$ cat config.mk
export PLATFORM = sky130hd
export DESIGN_NAME = writeback_arbiter_flat
export DESIGN_NICKNAME = d
export VERILOG_FILES = /design/src/rtl/writeback_arbiter_if.sv /design/src/rtl/writeback_arbiter.sv /design/src/flat_wrapper.sv
export SDC_FILE = /design/constraint.sdc
export NUM_CORES = 1
export LEC_CHECK = 0
export BUFFER_PORTS_ARGS = -buffer_cell sky130_fd_sc_hd__clkbuf_2
export CAP_MARGIN = 20
export CORE_MARGIN = 10
export CORE_UTILIZATION = 50
export CTS_CLUSTER_DIAMETER = 100
export DETAILED_ROUTE_END_ITERATION = 10
export GPL_TIMING_DRIVEN = 0
export PLACE_DENSITY = 0.7
export SYNTH_ARGS = -nofsm -noshare
export SYNTH_HDL_FRONTEND = slang
export SYNTH_SLANG_ARGS = --single-unit
export TNS_END_PERCENT = 10
$ cat constraint.sdc
create_clock -name Clock -period 2.6 [get_ports Clock]
set_clock_uncertainty 0.1 [all_clocks]
set_input_delay 0.52 -clock Clock [delete_from_list [all_inputs] [get_ports Clock]]
set_output_delay 0.52 -clock Clock [all_outputs]
set_load 0.01 [all_outputs]
$ cat src/rtl/writeback_arbiter_if.sv
// Write-back bus bundle: ALU result, load handshake, register-file write port
// and the hazard/status outputs. Producers use 'master', the arbiter 'slave'.
interface writeback_arbiter_if #(
    parameter int DATA_W     = 16,
    parameter int ADDR_W     = 3,
    parameter int FIFO_DEPTH = 4
);
    logic                            AluValid;
    logic [ADDR_W-1:0]               AluRD;
    logic [DATA_W-1:0]               AluData;
    logic                            MemValid;
    logic [ADDR_W-1:0]               MemRD;
    logic [DATA_W-1:0]               MemData;
    logic                            MemReady;
    logic [ADDR_W-1:0]               RD;
    logic [DATA_W-1:0]               WriteData;
    logic                            RegWrite;
    logic [(2**ADDR_W)-1:0]          Pending;
    logic [$clog2(FIFO_DEPTH):0]     FifoCount;

    modport master (
        output AluValid, AluRD, AluData, MemValid, MemRD, MemData,
        input  MemReady, RD, WriteData, RegWrite, Pending, FifoCount
    );

    modport slave (
        input  AluValid, AluRD, AluData, MemValid, MemRD, MemData,
        output MemReady, RD, WriteData, RegWrite, Pending, FifoCount
    );
endinterface

$ cat src/rtl/writeback_arbiter.sv
// Write-back arbiter: the ALU always wins the register-file write port; load
// results are queued in an in-order FIFO and drained when the ALU is idle.
// An ALU write kills older queued loads to the same register so a stale load
// can never overwrite a newer ALU result.
module writeback_arbiter #(
    parameter int DATA_W     = 16,
    parameter int ADDR_W     = 3,
    parameter int FIFO_DEPTH = 4
) (
    input  logic                 Clock,
    input  logic                 ResetN,
    writeback_arbiter_if.slave   bus
);
    localparam int PTR_W = $clog2(FIFO_DEPTH);
    localparam int CNT_W = PTR_W + 1;
    localparam int NREG  = 2 ** ADDR_W;

    logic [ADDR_W-1:0] entryRd   [FIFO_DEPTH];
    logic [DATA_W-1:0] entryData [FIFO_DEPTH];
    logic              entryLive [FIFO_DEPTH];

    logic [PTR_W-1:0]  rdPtrReg;
    logic [PTR_W-1:0]  wrPtrReg;
    logic [CNT_W-1:0]  countReg;
    logic [NREG-1:0]   pendingVec;

    logic memReady;
    logic push;
    logic pop;
    logic pushLive;

    // Ready depends only on stored count, so a full FIFO never pushes even
    // when the head is popped in the same cycle.
    assign memReady = ResetN && (countReg < CNT_W'(FIFO_DEPTH));
    assign push     = bus.MemValid && memReady;
    assign pop      = !bus.AluValid && (countReg != '0);
    // A load arriving together with an ALU write to the same register is older.
    assign pushLive = !(bus.AluValid && (bus.MemRD == bus.AluRD));

    assign bus.MemReady  = memReady;
    assign bus.FifoCount = countReg;
    assign bus.Pending   = pendingVec;

    // Entry payload storage; occupancy is tracked by pointers and live bits.
    always_ff @(posedge Clock) begin
        if (push) begin
            entryRd[wrPtrReg]   <= bus.MemRD;
            entryData[wrPtrReg] <= bus.MemData;
        end
    end

    // Per-entry live bit: set on push, cleared on pop or by a matching ALU write.
    generate
        for (genvar gi = 0; gi < FIFO_DEPTH; gi++) begin : gLive
            always_ff @(posedge Clock or negedge ResetN) begin
                if (!ResetN)
                    entryLive[gi] <= 1'b0;
                else if (push && (wrPtrReg == PTR_W'(gi)))
                    entryLive[gi] <= pushLive;
                else if (pop && (rdPtrReg == PTR_W'(gi)))
                    entryLive[gi] <= 1'b0;
                else if (bus.AluValid && (entryRd[gi] == bus.AluRD))
                    entryLive[gi] <= 1'b0;
            end
        end
    endgenerate

    // Circular-buffer pointers and occupancy count.
    always_ff @(posedge Clock or negedge ResetN) begin
        if (!ResetN) begin
            rdPtrReg <= '0;
            wrPtrReg <= '0;
            countReg <= '0;
        end else begin
            if (push) wrPtrReg <= wrPtrReg + 1'b1;
            if (pop)  rdPtrReg <= rdPtrReg + 1'b1;
            case ({push, pop})
                2'b10:   countReg <= countReg + 1'b1;
                2'b01:   countReg <= countReg - 1'b1;
                default: countReg <= countReg;
            endcase
        end
    end

    // Registered write port: ALU first, then a live FIFO head; a killed head
    // is consumed silently.
    always_ff @(posedge Clock or negedge ResetN) begin
        if (!ResetN) begin
            bus.RD        <= '0;
            bus.WriteData <= '0;
            bus.RegWrite  <= 1'b0;
        end else if (bus.AluValid) begin
            bus.RD        <= bus.AluRD;
            bus.WriteData <= bus.AluData;
            bus.RegWrite  <= 1'b1;
        end else if (pop) begin
            bus.RegWrite <= entryLive[rdPtrReg];
            if (entryLive[rdPtrReg]) begin
                bus.RD        <= entryRd[rdPtrReg];
                bus.WriteData <= entryData[rdPtrReg];
            end
        end else begin
            bus.RegWrite <= 1'b0;
        end
    end

    // Hazard vector from live stored entries only.
    always_comb begin
        pendingVec = '0;
        for (int i = 0; i < FIFO_DEPTH; i++) begin
            if (entryLive[i]) pendingVec[entryRd[i]] = 1'b1;
        end
    end
endmodule

$ cat src/flat_wrapper.sv
// flat-port wrapper written by rule: the top's interface ports become plain ports
module writeback_arbiter_flat 
#(
    parameter int DATA_W     = 16,
    parameter int ADDR_W     = 3,
    parameter int FIFO_DEPTH = 4
)
  (Clock, ResetN, bus_AluValid, bus_AluRD, bus_AluData, bus_MemValid, bus_MemRD, bus_MemData, bus_MemReady, bus_RD, bus_WriteData, bus_RegWrite, bus_Pending, bus_FifoCount);
  writeback_arbiter_if #(.DATA_W(DATA_W), .ADDR_W(ADDR_W), .FIFO_DEPTH(FIFO_DEPTH)) bus_i ();
  input  logic Clock;
  input  logic ResetN;
  input wire logic [$bits(bus_i.AluValid)-1:0] bus_AluValid;
  input wire logic [$bits(bus_i.AluRD)-1:0] bus_AluRD;
  input wire logic [$bits(bus_i.AluData)-1:0] bus_AluData;
  input wire logic [$bits(bus_i.MemValid)-1:0] bus_MemValid;
  input wire logic [$bits(bus_i.MemRD)-1:0] bus_MemRD;
  input wire logic [$bits(bus_i.MemData)-1:0] bus_MemData;
  output wire logic [$bits(bus_i.MemReady)-1:0] bus_MemReady;
  output wire logic [$bits(bus_i.RD)-1:0] bus_RD;
  output wire logic [$bits(bus_i.WriteData)-1:0] bus_WriteData;
  output wire logic [$bits(bus_i.RegWrite)-1:0] bus_RegWrite;
  output wire logic [$bits(bus_i.Pending)-1:0] bus_Pending;
  output wire logic [$bits(bus_i.FifoCount)-1:0] bus_FifoCount;
  assign bus_i.AluValid = bus_AluValid;
  assign bus_i.AluRD = bus_AluRD;
  assign bus_i.AluData = bus_AluData;
  assign bus_i.MemValid = bus_MemValid;
  assign bus_i.MemRD = bus_MemRD;
  assign bus_i.MemData = bus_MemData;
  assign bus_MemReady = bus_i.MemReady;
  assign bus_RD = bus_i.RD;
  assign bus_WriteData = bus_i.WriteData;
  assign bus_RegWrite = bus_i.RegWrite;
  assign bus_Pending = bus_i.Pending;
  assign bus_FifoCount = bus_i.FifoCount;
  writeback_arbiter #(.DATA_W(DATA_W), .ADDR_W(ADDR_W), .FIFO_DEPTH(FIFO_DEPTH)) u_core (.Clock(Clock), .ResetN(ResetN), .bus(bus_i));
endmodule
==> flow_summary_export.csv <==
group,metric,value,unit
critical_path,critPathKind,"register to register",
flow_run,drv_cap,0,
clock_network,cts_resized,0,
yosys,synth_area_per_cell,14.78,um^2
critical_path,startpoint,"u_core.bus.FifoCount[2]",
yosys,yosysTopAreaCell,"edfxtp_1",
critical_path,critPathMaxFanout,9,
grt,grt_pass1_vias,3413,
cells_and_area,fillers,754,
sta,setup_ws,297.3,ps
critical_path,r2r_start,"u_core.bus.FifoCount[2]",
routing,highest_layer,"met4",
cells_and_area,final_area,5729,um^2
floorplan,dieArea,14180,um^2
critical_path,worst_ep_required_time,2810,ps
cells_and_area,utilization,59.16,%
routing,dr.first_iter.drc_count,168,
critical_path,path_buf_inv,2,
sta,drv_slew,0,
floorplan,die_w,119.1,um
grt,grt_max_degree,37,
cells_and_area,fin_nets,469,
clock_network,root_buffer,"clkbuf_8",
clock_network,clkTransAtPathRegs,110,ps
placed_design,pre_cts_slack,-227.5,ps
min_path,worstHoldPathType,"primary input to asynchronous set/reset pin",
routing,route.met2.wl,6.035,mm
yosys,yosysTopAreaCellShare,46.51,%
clock_network,htree_levels,3,
floorplan,boundaryPins,74,
yosys,ys_warn_count,0,
critical_path,arrival,2510,ps
yosys,yosysMostFrequentCell,"edfxtp_1",
placed_design,placed_area,5522,um^2
critical_path,critPathSlowestCell,"dfrtp_1",
routing,avgViaCountPerCell,5.784,
critical_path,worstPathCellList,"or3_1 > buf_2 > and2_1 > ha_1 > inv_1 > fa_1 > xor2_1 > nor2_1 > xor2_1",
sta,rsz0062_at_grt,"no",
grt,grt_overflow_total,0,
yosys,synth_area,4907,um^2
cells_and_area,layoutNonFillerInstCount,555,
routing,ant_nets,0,
grt,antenna_found_initial,0,
critical_path,crit_family,"adder cells",
yosys,ys_ff_latch,107,
clock_network,clkLatencyLatePin,380,ps
floorplan,die_h,119.1,um
grt,grt_pass1_wl,18.79,mm
sta,whs,114.4,ps
routing,wl_met1,4.844,mm
yosys,synth_seq_area_share,62.32,%
pwr,power_density,949.4,nW/um^2
critical_path,slowest_delay,480,ps
routing,vias,3210,
sta,timing.setup.tns,0,ps
placed_design,numPortBuffers,70,
sta,post-route-period-util,88.56,%
routing,drt-total-wl,11.65,mm
clock_network,clock_sinks,107,
placed_design,place_hpwl,8.529,mm
routing,wl_per_cell,21.00,um
clock_network,hold_buffers,0,
cells_and_area,drive_above_1_share,28.20,%
critical_path,crit_path_start_kind,"register",
cells_and_area,syn2layout_area_growth,16.75,%
sta,hold_viol_final,0,
critical_path,crit_top_cell,"xor2_1",
sta,timing.fmax,0.4343,GHz
routing,dr_wl_met3,610,um
sta,period_minus_slack,2303,ps
yosys,yosysUniqueCellTypes,39,
yosys,synthCells,332,
yosys,synth_area_leaders,"edfxtp_1, dfrtp_1, mux4_2, a21bo_1, xnor2_1",
cells_and_area,num_antenna_cells,0,
clock_network,cts_buffer_depth,2,
routing,dr.pass1.iters,5,
sta,worst_pin_slew,796.8,ps
pwr,leakage,2.199,nW
placed_design,dp_cells,539,
pwr,ir_worst_vdd,0.0004885,V
outcome,status,"completed",
yosys,async_flop_share,28.97,%
grt,grt_usage,16.82,%
floorplan,initial_utilization,50.67,%
critical_path,cp-end-kind,"register",
clock_network,post_cts_buffers,0,
yosys,syn-num-nets,384,
sta,setup_violations,0,
routing,drc_errors,0,
pwr,fin_total_pwr,5.439,mW
floorplan,coreArea,9684,um^2
sta,slew_headroom,46.88,%
placed_design,gp_congestion,0.8009,
yosys,synth-edff-count,76,
clock_network,cts_tree,"done",
floorplan,rows,36,
yosys,yosys-top-cells-count,"edfxtp_1, dfrtp_1, nand3_1",
clock_network,numCtsBuffers,9,
yosys,synth_top_flop_cell,"edfxtp_1",
cell usage in the layout (no fill, tap or decap), types with 3 or more instances in the layout:
cell type  synthesis  layout
a31oi_1           19      19
nor2_1            20      20
xnor2_1           18      18
a21bo_1           19      19
and4b_1            4       4
a32o_1             4       4
nand2_1           12      12
buf_2              5       6
dfrtp_1           31      31
nor2b_1            7       7
ha_1               9       9
inv_1              7       7
clkbuf_8           0       9
clkbuf_1          10      10
mux4_2            20      20
a41oi_1            4       4
nand3_1           24      24
buf_1              3       3
clkbuf_2           0      69
o221ai_1           6       6
edfxtp_1          76      76
buf_16             0       3
nand2b_1           8       8
path summary, 6_finish.rpt:
check	cells after the start	slack, ps	end
max in group asynchronous	1	1770	u_core.bus.WriteData[4]
min in group Clock	1	250	u_core.entryData[2][2]
worst min register to register	1	440	u_core.bus.FifoCount[0]
worst max-delay path	9	300	u_core.bus.FifoCount[2]
worst min-delay path	1	110	u_core.bus.FifoCount[1]
worst max register to register	9	300	u_core.bus.FifoCount[2]
per-layer routing:
| layer | track usage (%) | vias to the layer above |
|---|---|---|
| li1 | - | 1463 |
| met3 | 3.779 | 10 |
| met2 | 28.11 | 86 |
| met5 | 0 | - |
| met4 | 4.885 | 0 |
| met1 | 21.47 | 1651 |
logic make-up (layout without fill, tap and decap cells):
group / Yosys count / count (layout) / share of synthesized area [%]
fa+ha+maj: 10 / 10 / 2.703
buf+inv: 28 / 118 / 2.575
simple gates: 82 / 82 / 8.516
mux: 21 / 21 / 9.408
compound gates: 64 / 64 / 10.91
flops: 107 / 107 / 62.32
xor+xnor: 20 / 20 / 3.570
state kept, by name, summed over array words and instances, names as in the netlist:
signal and flops:
u_core.bus.FifoCount 3, u_core.bus.RD 3, u_core.entryLive 4, u_core.rdPtrReg 2, u_core.bus.WriteData 16, u_core.bus.RegWrite 1, u_core.wrPtrReg 2, u_core.entryRd 12
u_core.entryData 64
report_power, final:
group / leakage, nW / switching, mW / internal [mW] / total (mW)
Sequential: 1.05 / 0.219 / 2.11 / 2.33
Combinational: 1.04 / 1.10 / 0.951 / 2.05
Clock: 0.108 / 0.594 / 0.466 / 1.06
Total: 2.20 / 1.91 / 3.53 / 5.44
final cells by class:
cell class              count  area (um^2)  area share [%]
flip-flops and latches    107         3058           53.37
multi-input cells         197         1723           30.07
repair buffers             74        447.9           7.818
well taps                 133        166.4           2.905
clock buffers               9        123.9           2.162
plain buffers              20        96.34           1.682
clock inverters             7        83.83           1.463
inverters                   8        30.03          0.5241
No activity file was read; power rests on OpenSTA's default activity.
